**src/rtl/pong_match_ctrl.sv**
```systemverilog
// Pong match controller: tile-grid ball and paddle state stepped once per frame, with
// 2-player / CPU modes, score limit, post-point hold and registered per-pixel draw flags.
module pong_match_ctrl #(
    parameter int c_ACTIVE_COLS     = 640,
    parameter int c_ACTIVE_ROWS     = 480,
    parameter int c_TILE            = 16,
    parameter int c_PADDLE_HEIGHT   = 6,
    parameter int c_FRAMES_PER_MOVE = 4,
    parameter int c_PADDLE_FRAMES   = 2,
    parameter int c_POINT_FRAMES    = 60,
    parameter int c_SCORE_LIMIT     = 9,
    parameter int c_SCORE_WIDTH     = 4
) (
    input  logic                     i_Clk,
    input  logic                     i_Rst_L,
    input  logic                     i_Frame_Start,
    input  logic [9:0]               i_Col_Count,
    input  logic [9:0]               i_Row_Count,
    input  logic                     i_Game_Start,
    input  logic                     i_Mode,
    input  logic                     i_Paddle_Up_P1,
    input  logic                     i_Paddle_Dn_P1,
    input  logic                     i_Paddle_Up_P2,
    input  logic                     i_Paddle_Dn_P2,
    output logic                     o_Draw_Ball,
    output logic                     o_Draw_Paddle_P1,
    output logic                     o_Draw_Paddle_P2,
    output logic [c_SCORE_WIDTH-1:0] o_Score_P1,
    output logic [c_SCORE_WIDTH-1:0] o_Score_P2,
    output logic [1:0]               o_State,
    output logic [1:0]               o_Winner
);
    localparam int c_GW    = c_ACTIVE_COLS / c_TILE;
    localparam int c_GH    = c_ACTIVE_ROWS / c_TILE;
    localparam int c_SHIFT = $clog2(c_TILE);
    localparam int c_XW    = $clog2(c_GW);
    localparam int c_YW    = $clog2(c_GH);
    localparam int c_BW    = $clog2(c_FRAMES_PER_MOVE + 1);
    localparam int c_PW    = $clog2(c_PADDLE_FRAMES + 1);
    localparam int c_TW    = $clog2(c_POINT_FRAMES + 1);

    localparam logic [c_XW-1:0]          c_X_CTR = c_XW'(c_GW / 2);
    localparam logic [c_YW-1:0]          c_Y_CTR = c_YW'(c_GH / 2);
    localparam logic [c_XW-1:0]          c_X_P1  = c_XW'(1);
    localparam logic [c_XW-1:0]          c_X_P2  = c_XW'(c_GW - 2);
    localparam logic [c_YW-1:0]          c_Y_MAX = c_YW'(c_GH - 1);
    localparam logic [c_YW-1:0]          c_P_MAX = c_YW'(c_GH - c_PADDLE_HEIGHT);
    localparam logic [c_YW-1:0]          c_P_CTR = c_YW'((c_GH - c_PADDLE_HEIGHT) / 2);
    localparam logic [c_SCORE_WIDTH-1:0] c_LIMIT = c_SCORE_WIDTH'(c_SCORE_LIMIT);

    typedef enum logic [1:0] {
        S_IDLE      = 2'b00,
        S_RUNNING   = 2'b01,
        S_POINT     = 2'b10,
        S_GAME_OVER = 2'b11
    } state_t;

    state_t                   r_state, w_state_nxt;
    logic [c_XW-1:0]          r_ball_x, w_ball_x_nxt;
    logic [c_YW-1:0]          r_ball_y, w_ball_y_nxt;
    logic                     r_dir_x, w_dir_x_nxt, r_dir_y, w_dir_y_nxt;
    logic [c_YW-1:0]          r_p1_y, w_p1_y_nxt, r_p2_y, w_p2_y_nxt;
    logic [c_SCORE_WIDTH-1:0] r_score_p1, w_score_p1_nxt, r_score_p2, w_score_p2_nxt;
    logic [1:0]               r_winner, w_winner_nxt;
    logic [c_BW-1:0]          r_ball_cnt, w_ball_cnt_nxt;
    logic [c_PW-1:0]          r_pad_cnt, w_pad_cnt_nxt;
    logic [c_TW-1:0]          r_point_cnt, w_point_cnt_nxt;
    logic                     r_start_req, w_start_req_nxt;
    logic                     r_draw_ball, r_draw_p1, r_draw_p2;

    function automatic logic [c_SCORE_WIDTH-1:0] sat_inc(input logic [c_SCORE_WIDTH-1:0] s);
        return (&s) ? s : s + 1'b1;
    endfunction

    logic                     w_start, w_pad_tick, w_ball_tick, w_dy, w_hit_p1, w_hit_p2;
    logic                     w_miss_p1, w_miss_p2, w_p1_up, w_p1_dn, w_p2_up, w_p2_dn;
    logic [c_YW:0]            w_ball_y_e, w_p1_hi, w_p2_hi, w_p2_mid;
    logic [c_SCORE_WIDTH-1:0] w_inc_p1, w_inc_p2;

    // A start request seen between frame pulses is held until the next frame update.
    assign w_start     = i_Game_Start || r_start_req;
    assign w_pad_tick  = (r_pad_cnt == c_PW'(c_PADDLE_FRAMES - 1));
    assign w_ball_tick = (r_ball_cnt == c_BW'(c_FRAMES_PER_MOVE - 1));
    assign w_dy        = r_dir_y ^ ((r_ball_y == '0 && !r_dir_y) || (r_ball_y == c_Y_MAX && r_dir_y));
    assign w_ball_y_e  = {1'b0, r_ball_y};
    assign w_p1_hi     = {1'b0, r_p1_y} + (c_YW+1)'(c_PADDLE_HEIGHT - 1);
    assign w_p2_hi     = {1'b0, r_p2_y} + (c_YW+1)'(c_PADDLE_HEIGHT - 1);
    assign w_p2_mid    = {1'b0, r_p2_y} + (c_YW+1)'(c_PADDLE_HEIGHT / 2);
    assign w_hit_p1    = (w_ball_y_e >= {1'b0, r_p1_y}) && (w_ball_y_e <= w_p1_hi);
    assign w_hit_p2    = (w_ball_y_e >= {1'b0, r_p2_y}) && (w_ball_y_e <= w_p2_hi);
    assign w_miss_p1   = (r_ball_x == c_X_P1) && !r_dir_x && !w_hit_p1;
    assign w_miss_p2   = (r_ball_x == c_X_P2) && r_dir_x && !w_hit_p2;
    assign w_inc_p1    = sat_inc(r_score_p1);
    assign w_inc_p2    = sat_inc(r_score_p2);
    assign w_p1_up     = i_Paddle_Up_P1 && !i_Paddle_Dn_P1;
    assign w_p1_dn     = i_Paddle_Dn_P1 && !i_Paddle_Up_P1;
    assign w_p2_up     = i_Mode ? (w_ball_y_e < w_p2_mid) : (i_Paddle_Up_P2 && !i_Paddle_Dn_P2);
    assign w_p2_dn     = i_Mode ? (w_ball_y_e > w_p2_mid) : (i_Paddle_Dn_P2 && !i_Paddle_Up_P2);

    always_comb begin
        // NOTE: every next-state value defaults to the current one, so no branch infers a latch.
        w_state_nxt     = r_state;
        w_ball_x_nxt    = r_ball_x;
        w_ball_y_nxt    = r_ball_y;
        w_dir_x_nxt     = r_dir_x;
        w_dir_y_nxt     = r_dir_y;
        w_p1_y_nxt      = r_p1_y;
        w_p2_y_nxt      = r_p2_y;
        w_score_p1_nxt  = r_score_p1;
        w_score_p2_nxt  = r_score_p2;
        w_winner_nxt    = r_winner;
        w_ball_cnt_nxt  = r_ball_cnt;
        w_pad_cnt_nxt   = r_pad_cnt;
        w_point_cnt_nxt = r_point_cnt;
        w_start_req_nxt = 1'b0;

        case (r_state)
            S_IDLE, S_GAME_OVER: begin
                if (!i_Frame_Start) begin
                    w_start_req_nxt = w_start;
                end else if (w_start) begin
                    w_state_nxt     = S_RUNNING;
                    w_ball_x_nxt    = c_X_CTR;
                    w_ball_y_nxt    = c_Y_CTR;
                    w_dir_x_nxt     = 1'b1;
                    w_dir_y_nxt     = 1'b1;
                    w_p1_y_nxt      = c_P_CTR;
                    w_p2_y_nxt      = c_P_CTR;
                    w_score_p1_nxt  = '0;
                    w_score_p2_nxt  = '0;
                    w_winner_nxt    = 2'b00;
                    w_ball_cnt_nxt  = '0;
                    w_pad_cnt_nxt   = '0;
                    w_point_cnt_nxt = '0;
                end
            end
            S_RUNNING: begin
                if (i_Frame_Start) begin
                    w_pad_cnt_nxt  = w_pad_tick ? '0 : r_pad_cnt + 1'b1;
                    w_ball_cnt_nxt = w_ball_tick ? '0 : r_ball_cnt + 1'b1;
                    if (w_pad_tick) begin
                        if (w_p1_up && r_p1_y != '0)         w_p1_y_nxt = r_p1_y - 1'b1;
                        else if (w_p1_dn && r_p1_y != c_P_MAX) w_p1_y_nxt = r_p1_y + 1'b1;
                        if (w_p2_up && r_p2_y != '0)         w_p2_y_nxt = r_p2_y - 1'b1;
                        else if (w_p2_dn && r_p2_y != c_P_MAX) w_p2_y_nxt = r_p2_y + 1'b1;
                    end
                    if (w_ball_tick) begin
                        w_dir_y_nxt  = w_dy;
                        w_ball_y_nxt = w_dy ? r_ball_y + 1'b1 : r_ball_y - 1'b1;
                        if (r_ball_x == c_X_P1 && !r_dir_x) begin
                            w_dir_x_nxt  = 1'b1;
                            w_ball_x_nxt = w_hit_p1 ? c_X_P1 + 1'b1 : '0;
                        end else if (r_ball_x == c_X_P2 && r_dir_x) begin
                            w_dir_x_nxt  = 1'b0;
                            w_ball_x_nxt = w_hit_p2 ? c_X_P2 - 1'b1 : c_X_P2 + 1'b1;
                        end else begin
                            w_ball_x_nxt = r_dir_x ? r_ball_x + 1'b1 : r_ball_x - 1'b1;
                        end
                        // After a miss, the direction left in w_dir_x_nxt is the serve direction.
                        if (w_miss_p1 || w_miss_p2) begin
                            w_ball_cnt_nxt  = '0;
                            w_pad_cnt_nxt   = '0;
                            w_point_cnt_nxt = '0;
                            w_state_nxt     = S_POINT;
                        end
                        if (w_miss_p1) begin
                            w_score_p2_nxt = w_inc_p2;
                            if (w_inc_p2 == c_LIMIT) begin
                                w_state_nxt  = S_GAME_OVER;
                                w_winner_nxt = 2'b10;
                            end
                        end else if (w_miss_p2) begin
                            w_score_p1_nxt = w_inc_p1;
                            if (w_inc_p1 == c_LIMIT) begin
                                w_state_nxt  = S_GAME_OVER;
                                w_winner_nxt = 2'b01;
                            end
                        end
                    end
                end
            end
            S_POINT: begin
                if (i_Frame_Start) begin
                    if (r_point_cnt == c_TW'(c_POINT_FRAMES - 1)) begin
                        w_state_nxt     = S_RUNNING;
                        w_ball_x_nxt    = c_X_CTR;
                        w_ball_y_nxt    = c_Y_CTR;
                        w_dir_y_nxt     = 1'b1;
                        w_ball_cnt_nxt  = '0;
                        w_pad_cnt_nxt   = '0;
                        w_point_cnt_nxt = '0;
                    end else begin
                        w_point_cnt_nxt = r_point_cnt + 1'b1;
                    end
                end
            end
            default: ;
        endcase
    end

    logic [9:0] w_col_tile, w_row_tile;
    logic       w_in_active;
    assign w_col_tile  = i_Col_Count >> c_SHIFT;
    assign w_row_tile  = i_Row_Count >> c_SHIFT;
    assign w_in_active = (i_Col_Count < 10'(c_ACTIVE_COLS)) && (i_Row_Count < 10'(c_ACTIVE_ROWS));

    always_ff @(posedge i_Clk or negedge i_Rst_L) begin
        if (!i_Rst_L) begin
            r_state     <= S_IDLE;
            r_ball_x    <= c_X_CTR;
            r_ball_y    <= c_Y_CTR;
            r_dir_x     <= 1'b1;
            r_dir_y     <= 1'b1;
            r_p1_y      <= c_P_CTR;
            r_p2_y      <= c_P_CTR;
            r_score_p1  <= '0;
            r_score_p2  <= '0;
            r_winner    <= 2'b00;
            r_ball_cnt  <= '0;
            r_pad_cnt   <= '0;
            r_point_cnt <= '0;
            r_start_req <= 1'b0;
            r_draw_ball <= 1'b0;
            r_draw_p1   <= 1'b0;
            r_draw_p2   <= 1'b0;
        end else begin
            // NOTE: non-blocking assignments so every register samples pre-edge values.
            r_state     <= w_state_nxt;
            r_ball_x    <= w_ball_x_nxt;
            r_ball_y    <= w_ball_y_nxt;
            r_dir_x     <= w_dir_x_nxt;
            r_dir_y     <= w_dir_y_nxt;
            r_p1_y      <= w_p1_y_nxt;
            r_p2_y      <= w_p2_y_nxt;
            r_score_p1  <= w_score_p1_nxt;
            r_score_p2  <= w_score_p2_nxt;
            r_winner    <= w_winner_nxt;
            r_ball_cnt  <= w_ball_cnt_nxt;
            r_pad_cnt   <= w_pad_cnt_nxt;
            r_point_cnt <= w_point_cnt_nxt;
            r_start_req <= w_start_req_nxt;
            r_draw_ball <= w_in_active && (r_state == S_RUNNING) &&
                           (w_col_tile == 10'(r_ball_x)) && (w_row_tile == 10'(r_ball_y));
            r_draw_p1   <= w_in_active && (w_col_tile == 10'd0) &&
                           (w_row_tile >= 10'(r_p1_y)) && (w_row_tile <= 10'(w_p1_hi));
            r_draw_p2   <= w_in_active && (w_col_tile == 10'(c_GW - 1)) &&
                           (w_row_tile >= 10'(r_p2_y)) && (w_row_tile <= 10'(w_p2_hi));
        end
    end

    assign o_Draw_Ball      = r_draw_ball;
    assign o_Draw_Paddle_P1 = r_draw_p1;
    assign o_Draw_Paddle_P2 = r_draw_p2;
    assign o_Score_P1       = r_score_p1;
    assign o_Score_P2       = r_score_p2;
    assign o_State          = r_state;
    assign o_Winner         = r_winner;
endmodule

```
**config.mk**
```make
export PLATFORM = sky130hd
export DESIGN_NAME = pong_match_ctrl
export DESIGN_NICKNAME = d
export VERILOG_FILES = /design/src/rtl/pong_match_ctrl.sv
export SDC_FILE = /design/constraint.sdc
export NUM_CORES = 1
export LEC_CHECK = 0
export ABC_AREA = 1
export ABC_CLOCK_PERIOD_IN_PS = 3330
export CORE_MARGIN = 2
export CORE_UTILIZATION = 45
export CTS_BUF_LIST = sky130_fd_sc_hd__clkbuf_4 sky130_fd_sc_hd__clkbuf_8 sky130_fd_sc_hd__clkbuf_16
export CTS_CLUSTER_DIAMETER = 40
export CTS_CLUSTER_SIZE = 12
export DETAILED_ROUTE_END_ITERATION = 7
export PLACE_DENSITY = 0.68
export SETUP_SLACK_MARGIN = 0.1
export SLEW_MARGIN = 0
export SYNTH_ARGS = -nofsm -noshare
export SYNTH_HDL_FRONTEND = slang
export SYNTH_SLANG_ARGS = --single-unit
```
**constraint.sdc**
```tcl
create_clock -name i_Clk -period 3.33 [get_ports i_Clk]
set_input_delay 0.4995 -clock i_Clk [delete_from_list [all_inputs] [get_ports i_Clk]]
set_output_delay 0.4995 -clock i_Clk [all_outputs]
set_load 0.1 [all_outputs]
```
Yosys cells after proc, flatten, opt, wreduce, memory -nomap -nowiden
Cells that the tools add are included.

operators by class
  mux-type cells = 106
  reduce and logical (&&, ||, !) cells = 55
  magnitude comparators = 12
  add/sub/neg operators = 16
  bitwise operators = 1
  equal/unequal tests = 33

operators with widths
  cell                 number
  $mux 6               16
  $mux 5               17
  $mux 2               27
  $mux 4               11
  $pmux 6 s3           2
  $reduce_and 6->1     6
  $logic_and 1x1->1    26
  $mux 3               8
  $ne 2x2->1 const B   11
  $pmux 5 s2           2
  $eq 6x6->1 const B   3
  $ne 3x3->1 const B   6
  $pmux 4 s2           2
  $add 5x1->5 const B  3
  $pmux 5 s3           1
  $sub 5x1->5 const B  3
  $mux 1               14
  $add 5x3->6 const B  2
  $add 6x1->6 const B  2
  $ge 6x5->1           2
  $le 5x6->1           2
  $le 6x6->1           2
  $pmux 2 s3           2
  $ge 5x5->1           2
  35 further kinds     51

word-level totals
  output and inout port bits = 15
  register bits after elaboration = 50

Longest topological paths before layout
Gate-level depths: netlist of the first run.

  depth after elaboration = 13
  mapped depth = 20
  depth with buffers taken out = 20

Worst setup path before layout of the first run
No wires, ideal clock.

  path kind = reg-to-reg
  start = register r_p2_y[0]
  end = register r_p2_y[4]
  data arrival time = 3.271 ns
  library setup time = 0.078 ns
  stages on the path, launching flop included = 21
  setup slack = -0.019 ns
  buffers on the path = 0
  period minus slack after synthesis = 3.349 ns
  path through = dfrtp_1 > inv_1 > ha_1 > or2_2 > nor3_1 > a21oi_1 > ha_1 > nand3_1 > o211ai_1 > nand2_1 > nand2_1 > inv_1 > ha_1 > nand2_1 > nor2_1 > a211oi_1 > xor2_1 > o21ai_0 > a21oi_1 > nor2_1 > a21oi_1

between the ends
  word-level cells in the longest chain between the ends = 8

ends and longest elaborated chain
  element                   line  text
  start: declaration        62    logic [c_YW-1:0] r_p1_y, w_p1_y_nxt, r_p2_y, w_p2_y_nxt;
  start signal: assignment  215   r_p2_y <= c_P_CTR;
  start signal: assignment  234   r_p2_y <= w_p2_y_nxt;
  $add 5x2->6               88    assign w_p2_mid = {1'b0, r_p2_y} + (c_YW+1)'(c_PADDLE_HEIGHT / 2);
  $lt 5x6->1                97    assign w_p2_up = i_Mode ? (w_ball_y_e < w_p2_mid) : (i_Paddle_Up_P2 && !i_Paddle_Dn_P2);
  $mux 1                    97
  $logic_and 1x1->1         144   if (w_p2_up && r_p2_y != '0) w_p2_y_nxt = r_p2_y - 1'b1;
  $mux 5                    144
  $mux 5                    141   if (w_pad_tick) begin
  $mux 5                    138   if (i_Frame_Start) begin
  $pmux 5 s2                117   case (r_state)

Several ways; a longest one is shown, not always the timed one. The select of a mux whose other input is x is not followed.
A chain may end at the register's enable or synchronous reset.

Worst setup path in the final report of the first run
  start = register r_p2_y[1]
  end = register r_p2_y[4]

Same word-level chain as after synthesis.

==> run_results.csv, run 1 <==
group,metric,value,unit
placement,gp_congestion,0.900,
min_path,hold_path.class,"in -> async",
global_route,grt_pass1_vias,4371,
placement,dpl.hpwl,9130,microns
power,p_int,2.44,mW
synthesis,yosysWarnings,0,
sta,setup_violations,0,
critical_path,cp_slowest_stage_delay,0.38,ns
routing,ant_nets,0,
sta,fmax,320,MHz
global_route,grt_start_max_net_pins,47,
routing,wl_per_cell,14.4,microns
sta,hold_violations,0,
global_route,grt_pass1_wl,19900,microns
critical_path,cp-end-kind,"register",
finish,areaGrowthSynthToFinish,16.0,%
placement,dp_slack,-0.0283,ns
clock_network,cts_buffers,5,
sta,setup_tns,0,ns
synthesis,synthesis.area,4730,sq um
floorplan,io-pin-count,44,
floorplan,start_util,0.460,
synthesis,synth_common_cells,"nand2_1 (119), inv_1 (82), ha_1 (68)",
synthesis,yosysTopAreaCell,"dfrtp_1",
synthesis,yosysMostFrequentCell,"nand2_1",
synthesis,synthTopCellsByArea,"dfrtp_1 (20%), ha_1 (18%), nand2_1 (9.4%)",
synthesis,synthesis.nets,730,
power,p_leak,2.64,nW
power,power_density,965,nW/um^2
sta,report.final.slew_viol_count,0,
global_route,grt_overflow,0,
global_route,grtUsageTotal,0.215,
critical_path,worst_ep_arrival_time,3.36,ns
critical_path,crit_buf_inv,2,
power,pwr-share-seq,0.208,
run,cap_violations,0,
synthesis,seq_area_frac_synth,0.268,
floorplan,fp.dieArea,11400,sq um
synthesis,synth_edf_count,0,
routing,remaining_drc_errors,0,
sta,worstMarginPinSlew,1.05,ns
clock_network,root_buffer,"clkbuf_8",
routing,wl,11800,microns
critical_path,path_class,"reg -> reg",
sta,min_period_over_period,0.939,
floorplan,core,10300,sq um
synthesis,synth-seq-cells,50,
floorplan,dieWidth,107,microns
sta,rsz0062_at_grt,"yes",
finish,post-route-util,0.534,
floorplan,std_cell_rows,37,
clock_network,htree_levels,2,
placement,numPortBuffers,35,
routing,routed_via_density,5.38,
clock_network,clock_latency,0.30,ns
critical_path,path_common_cell,"a21oi_1",
power,power.switching,2.86,mW
synthesis,syn_avg_cell_area,7.51,sq um
clock_network,hold_buffers,0,
critical_path,cp-start-kind,"register",
sta,relSlewSlack,0.301,
placement,numPlacedInstances,807,
synthesis,async_reset_ff_frac,1.00,
critical_path,worstPathMaxFanout,4,
routing,dr_total_vias,4394,
power,sw_frac_of_total,0.540,
global_route,antenna_found_initial,0,
clock_network,clkSinkCount,50,
synthesis,ys_types,49,
power,power.total,5.30,mW
critical_path,slowest_stage,"dfrtp_1",
power,p_comb_frac,0.722,
sta,skew,0.00868,ns
outcome,outcome,"finished clean",
critical_path,path_cells,"inv_2 -> ha_4 -> or2_4 -> nor3_2 -> a21oi_1 -> ha_1 -> a21oi_2 -> o211ai_1 -> nand2_1 -> nand2_2 -> buf_6 -> fa_2 -> nor2_2 -> a211oi_2 -> xor2_1 -> o21ai_1 -> a21oi_1 -> nor2_1 -> a21oi_1",
power,vdd_drop_max,0.000452,V
synthesis,synth_ff_type,"dfrtp_1",
routing,drt-initial-drc-count,187,
finish,fill_cells,1007,
finish,drive_above_1_share,0.140,
clock_network,clockBufferDepth,2,
synthesis,yosysTopAreaCellShare,0.201,
sta,period_minus_slack,3.13,ns
power,pwr-share-clk,0.070,
routing,first_pass_iters,5,
floorplan,dieHeight,107,microns
finish,final_cells,816,
finish,antennaDiodeCount,0,
critical_path,cpLargestDelayFamily,"adder cells",
synthesis,synthCells,630,
clock_network,clkTransAtPathRegs,0.10,ns
finish,fin_nets,779,
critical_path,cp.required,3.56,ns
clock_network,cts_tree,"yes",
sta,setup_ws,0.204,ns
==> path summary, 6_finish.rpt <==
kind / slack [ns] / start / cells after the start / endpoint
worst max-delay path: 0.20 / r_p2_y[1] / 19 / r_p2_y[4]
worst min-delay path: 0.36 / i_Rst_L / 1 / r_point_cnt[4]
worst max register to register: 0.20 / r_p2_y[1] / 19 / r_p2_y[4]
worst min register to register: 0.48 / o_Winner[0] / 2 / o_Winner[0]
max in group asynchronous: 2.22 / i_Rst_L / 2 / r_ball_y[0]
min in group i_Clk: 0.48 / o_Winner[0] / 2 / o_Winner[0]
==> stage by stage <==
stage / hold slack, ns / area, sq um
global route: 0.457 / 5490
global placement: 0.457 / 5310
CTS: 0.418 / 5430
detailed placement: 0.457 / 5310
floorplan: 0.204 / 4740
finish: 0.364 / 5490
==> final cells by class <==
cell class | count | area [sq um] | share of cell area
multi-input combinational | 484 | 3150 | 0.575
sequential | 50 | 1270 | 0.231
timing repair buffer | 53 | 484 | 0.0882
inverter | 85 | 323 | 0.0588
tap | 136 | 170 | 0.0310
clock buffer | 5 | 68.8 | 0.0125
clock inverter | 3 | 21.3 | 0.00388
==> cell usage in the layout, fill, tap and decap left out, types with 2 or more instances in the layout <==
cell	count
clkinv_2	2
dfstp_2	12
o311ai_0	2
o21a_1	7
nand2_2	13
xnor2_1	6
nand3_1	43
inv_2	4
a21oi_1	27
clkbuf_8	5
a22oi_1	7
nand3_2	2
nor3_1	6
nor2_2	4
ha_4	3
a21oi_2	2
nor2_1	50
o21bai_1	2
o211ai_1	5
nand4_1	15
nor4_1	5
xor2_1	16
ha_1	65
o22ai_1	11
nand2_4	2
o21ai_2	4
o21ai_0	36
buf_4	17
fa_1	2
o21ai_1	4
nand2_1	117
clkdlybuf4s50_1	34
or2_2	9
a211oi_1	2
dfrtp_1	37
inv_1	79
==> state kept, by name, indices dropped and copies added, names as in the netlist, 3 cells and up <==
| register | cells |
|---|---|
| r_p1_y | 5 |
| r_point_cnt | 6 |
| o_Score_P1 | 4 |
| o_Score_P2 | 4 |
| r_ball_cnt | 3 |
| r_ball_x | 6 |
| r_ball_y | 5 |
| r_p2_y | 5 |
==> metal layers <==
| layer | GRT usage | vias up | part of all wire |
|---|---|---|---|
| li1 | - | 2223 | - |
| met4 | 0.0668 | 0 | 0.019 |
| met2 | 0.368 | 85 | 0.47 |
| met3 | 0.0239 | 18 | 0.028 |
| met5 | 0 | - | 0 |
| met1 | 0.286 | 2068 | 0.48 |
==> repair_timing <==
item                                   in CTS  in global routing
buffers inserted                            0                  1
pin swaps                                   4                  9
setup endpoints to repair                   2                  2
endpoints found under the hold margin       0                  0
cloned                                      0                  0
gates resized for setup                     7                 11
==> power groups by stage <==
stage / Clock (mW) / Sequential, mW / Combinational [mW]
2_1_floorplan: 0 / 1.35 / 2.45
3_5_place_dp: 0 / 1.11 / 3.63
4_1_cts: 0.387 / 1.10 / 3.70
6_report: 0.369 / 1.10 / 3.83
3_3_place_gp: 0 / 1.10 / 3.49
5_1_grt: 0.405 / 1.13 / 4.31
==> logic make-up after synthesis <==
kind of cell	share of synthesized area
adders and majority gates	0.192
buffers and inverters	0.0817
DFF	0.268
and+or+nand+nor	0.267
AOI/OAI and AO/OA	0.150
xor gates and xnor gates	0.0407
(Power assumes the default switching activity.)
==> run 2: changes to the inputs <==
- CTS_CLUSTER_SIZE: 12 -> 14
==> results of run 2 <==
Final layout, timing and power as in run 1 (identical DEF).
==> run 3: changes to the inputs <==
- CORE_ASPECT_RATIO: not set -> 2
==> run 3 against run 2 <==
Against the previous run:
- fmax increased by 1.5%
- via count decreased by 2.3%
- critical path depth increased by 1
- final area increased by 1.5%
- clock power increased by 72%
==> run_results.csv, run 3 (same netlist as run 1, synthesis figures left out) <==
group,metric,value,unit
power,vdd_drop_max,0.000580,V
routing,highest_layer,"met4",
clock_network,hold_buffers,0,
clock_network,cts_buffers,5,
placement,dp_slack,0.0469,ns
clock_network,clockBufferDepth,2,
sta,setup_violations,0,
routing,routed_via_density,5.25,
sta,relSlewSlack,0.345,
routing,wl_met1,5310,microns
floorplan,io-pin-count,44,
placement,dpl.hpwl,8920,microns
floorplan,core,10300,sq um
global_route,grt_start_max_net_pins,38,
sta,worstMarginPinSlew,0.980,ns
global_route,grt_overflow,0,
global_route,grtUsageTotal,0.214,
routing,wl,11600,microns
floorplan,fp.dieArea,11400,sq um
finish,areaGrowthSynthToFinish,17.7,%
critical_path,slowest_stage,"dfrtp_2",
critical_path,path_cells,"inv_2 -> ha_1 -> or2_4 -> nor3_4 -> a21oi_2 -> ha_1 -> nand3_2 -> o211ai_1 -> nand2_1 -> nand2_2 -> inv_4 -> ha_4 -> nand2_2 -> nor2_2 -> a211oi_2 -> xor2_1 -> o21ai_1 -> a21oi_1 -> nor2_1 -> a21oi_1",
power,power_density,990,nW/um^2
clock_network,clkSinkCount,50,
sta,report.final.slew_viol_count,0,
floorplan,start_util,0.457,
routing,wl_per_cell,14.2,microns
critical_path,crit_buf_inv,2,
critical_path,worst_ep_arrival_time,3.31,ns
finish,drive_above_1_share,0.141,
critical_path,cp_slowest_stage_delay,0.36,ns
finish,antennaDiodeCount,0,
critical_path,cp-end-kind,"register",
routing,first_pass_iters,6,
clock_network,htree_levels,2,
routing,dr_total_vias,4294,
critical_path,worstPathMaxFanout,4,
critical_path,cp.required,3.56,ns
global_route,grt_pass1_wl,19700,microns
power,power.total,5.51,mW
finish,post-route-util,0.538,
critical_path,cp-start-kind,"register",
sta,hold_violations,0,
clock_network,root_buffer,"clkbuf_16",
global_route,grt_pass1_vias,4101,
finish,fin_nets,780,
floorplan,dieWidth,76.5,microns
finish,reg_top3,"r_ball_x (6), r_point_cnt (6)",
routing,ant_nets,0,
global_route,antenna_found_initial,0,
routing,remaining_drc_errors,0,
critical_path,path_class,"reg -> reg",
sta,setup_ws,0.251,ns
sta,skew,0.00720,ns
floorplan,dieHeight,149,microns
sta,fmax,325,MHz
clock_network,cts_tree,"yes",
routing,drt-initial-drc-count,224,
finish,final_cell_mix,"nand2_1 (117), inv_1 (79), ha_1 (66)",
routing,met3_length,293,microns
sta,period_minus_slack,3.08,ns
finish,final_common_cell,"nand2_1",
routing,wl_met2,5650,microns
outcome,outcome,"finished clean",
critical_path,cpLargestDelayFamily,"simple AND/OR/NAND/NOR gates",
clock_network,clkTransAtPathRegs,0.07,ns
floorplan,std_cell_rows,53,
power,p_leak,2.68,nW
min_path,hold_path.class,"in -> async",
run,cap_violations,0,
finish,final_cells,818,
sta,min_period_over_period,0.925,
placement,numPlacedInstances,808,
sta,rsz0062_at_grt,"yes",
placement,numPortBuffers,35,
clock_network,clock_latency,0.30,ns
placement,gp_congestion,0.892,
run 3: cell type report:
cell class	instances	area [sq um]
multi-input cells	484	3150
clock buffers	6	139
well taps	137	171
fillers	1043	4770
inverters	85	323
repair buffers	54	485
flip-flops and latches	50	1270
clock inverters	2	38.8
run 3: path summary, 6_finish.rpt:
kind / start / end / slack (ns) / cells after the start
max: r_p2_y[0] / r_p2_y[4] / 0.25 / 20
min: i_Rst_L / o_Draw_Paddle_P2 / 0.34 / 1
max reg2reg: r_p2_y[0] / r_p2_y[4] / 0.25 / 20
min reg2reg: r_pad_cnt[1] / r_pad_cnt[1] / 0.49 / 2
max in group asynchronous: i_Rst_L / o_Winner[1] / 2.23 / 2
min in group i_Clk: r_pad_cnt[1] / r_pad_cnt[1] / 0.49 / 2
run 3: report_power, final:
group	total [mW]	switching (mW)	internal, mW
clock network	0.633	0.254	0.379
registers	1.08	0.230	0.847
logic	3.80	2.38	1.42
total	5.51	2.86	2.65
run 3: repair_timing:
item | CTS | global route
resized for setup | 2 | 13
hold endpoints to repair | 0 | 0
endpoints found under the setup margin | 1 | 2
setup buffers | 0 | 2
pin swaps | 0 | 10
gates cloned | 0 | 0
run 3: per-layer routing:
metal	vias to the layer above	track usage
li1	2217	-
met1	1974	0.281
met2	82	0.359
met3	21	0.0218
met4	0	0.0873
met5	-	0
run 3: per-stage QoR:
step                hold WS, ns  cell area [sq um]  TNS [ns]
finish                    0.340               5570         0
global route              0.423               5570   -0.0142
CTS                       0.377               5510         0
detailed placement        0.482               5310         0
global placement          0.474               5310         0
floorplan                 0.204               4740         0
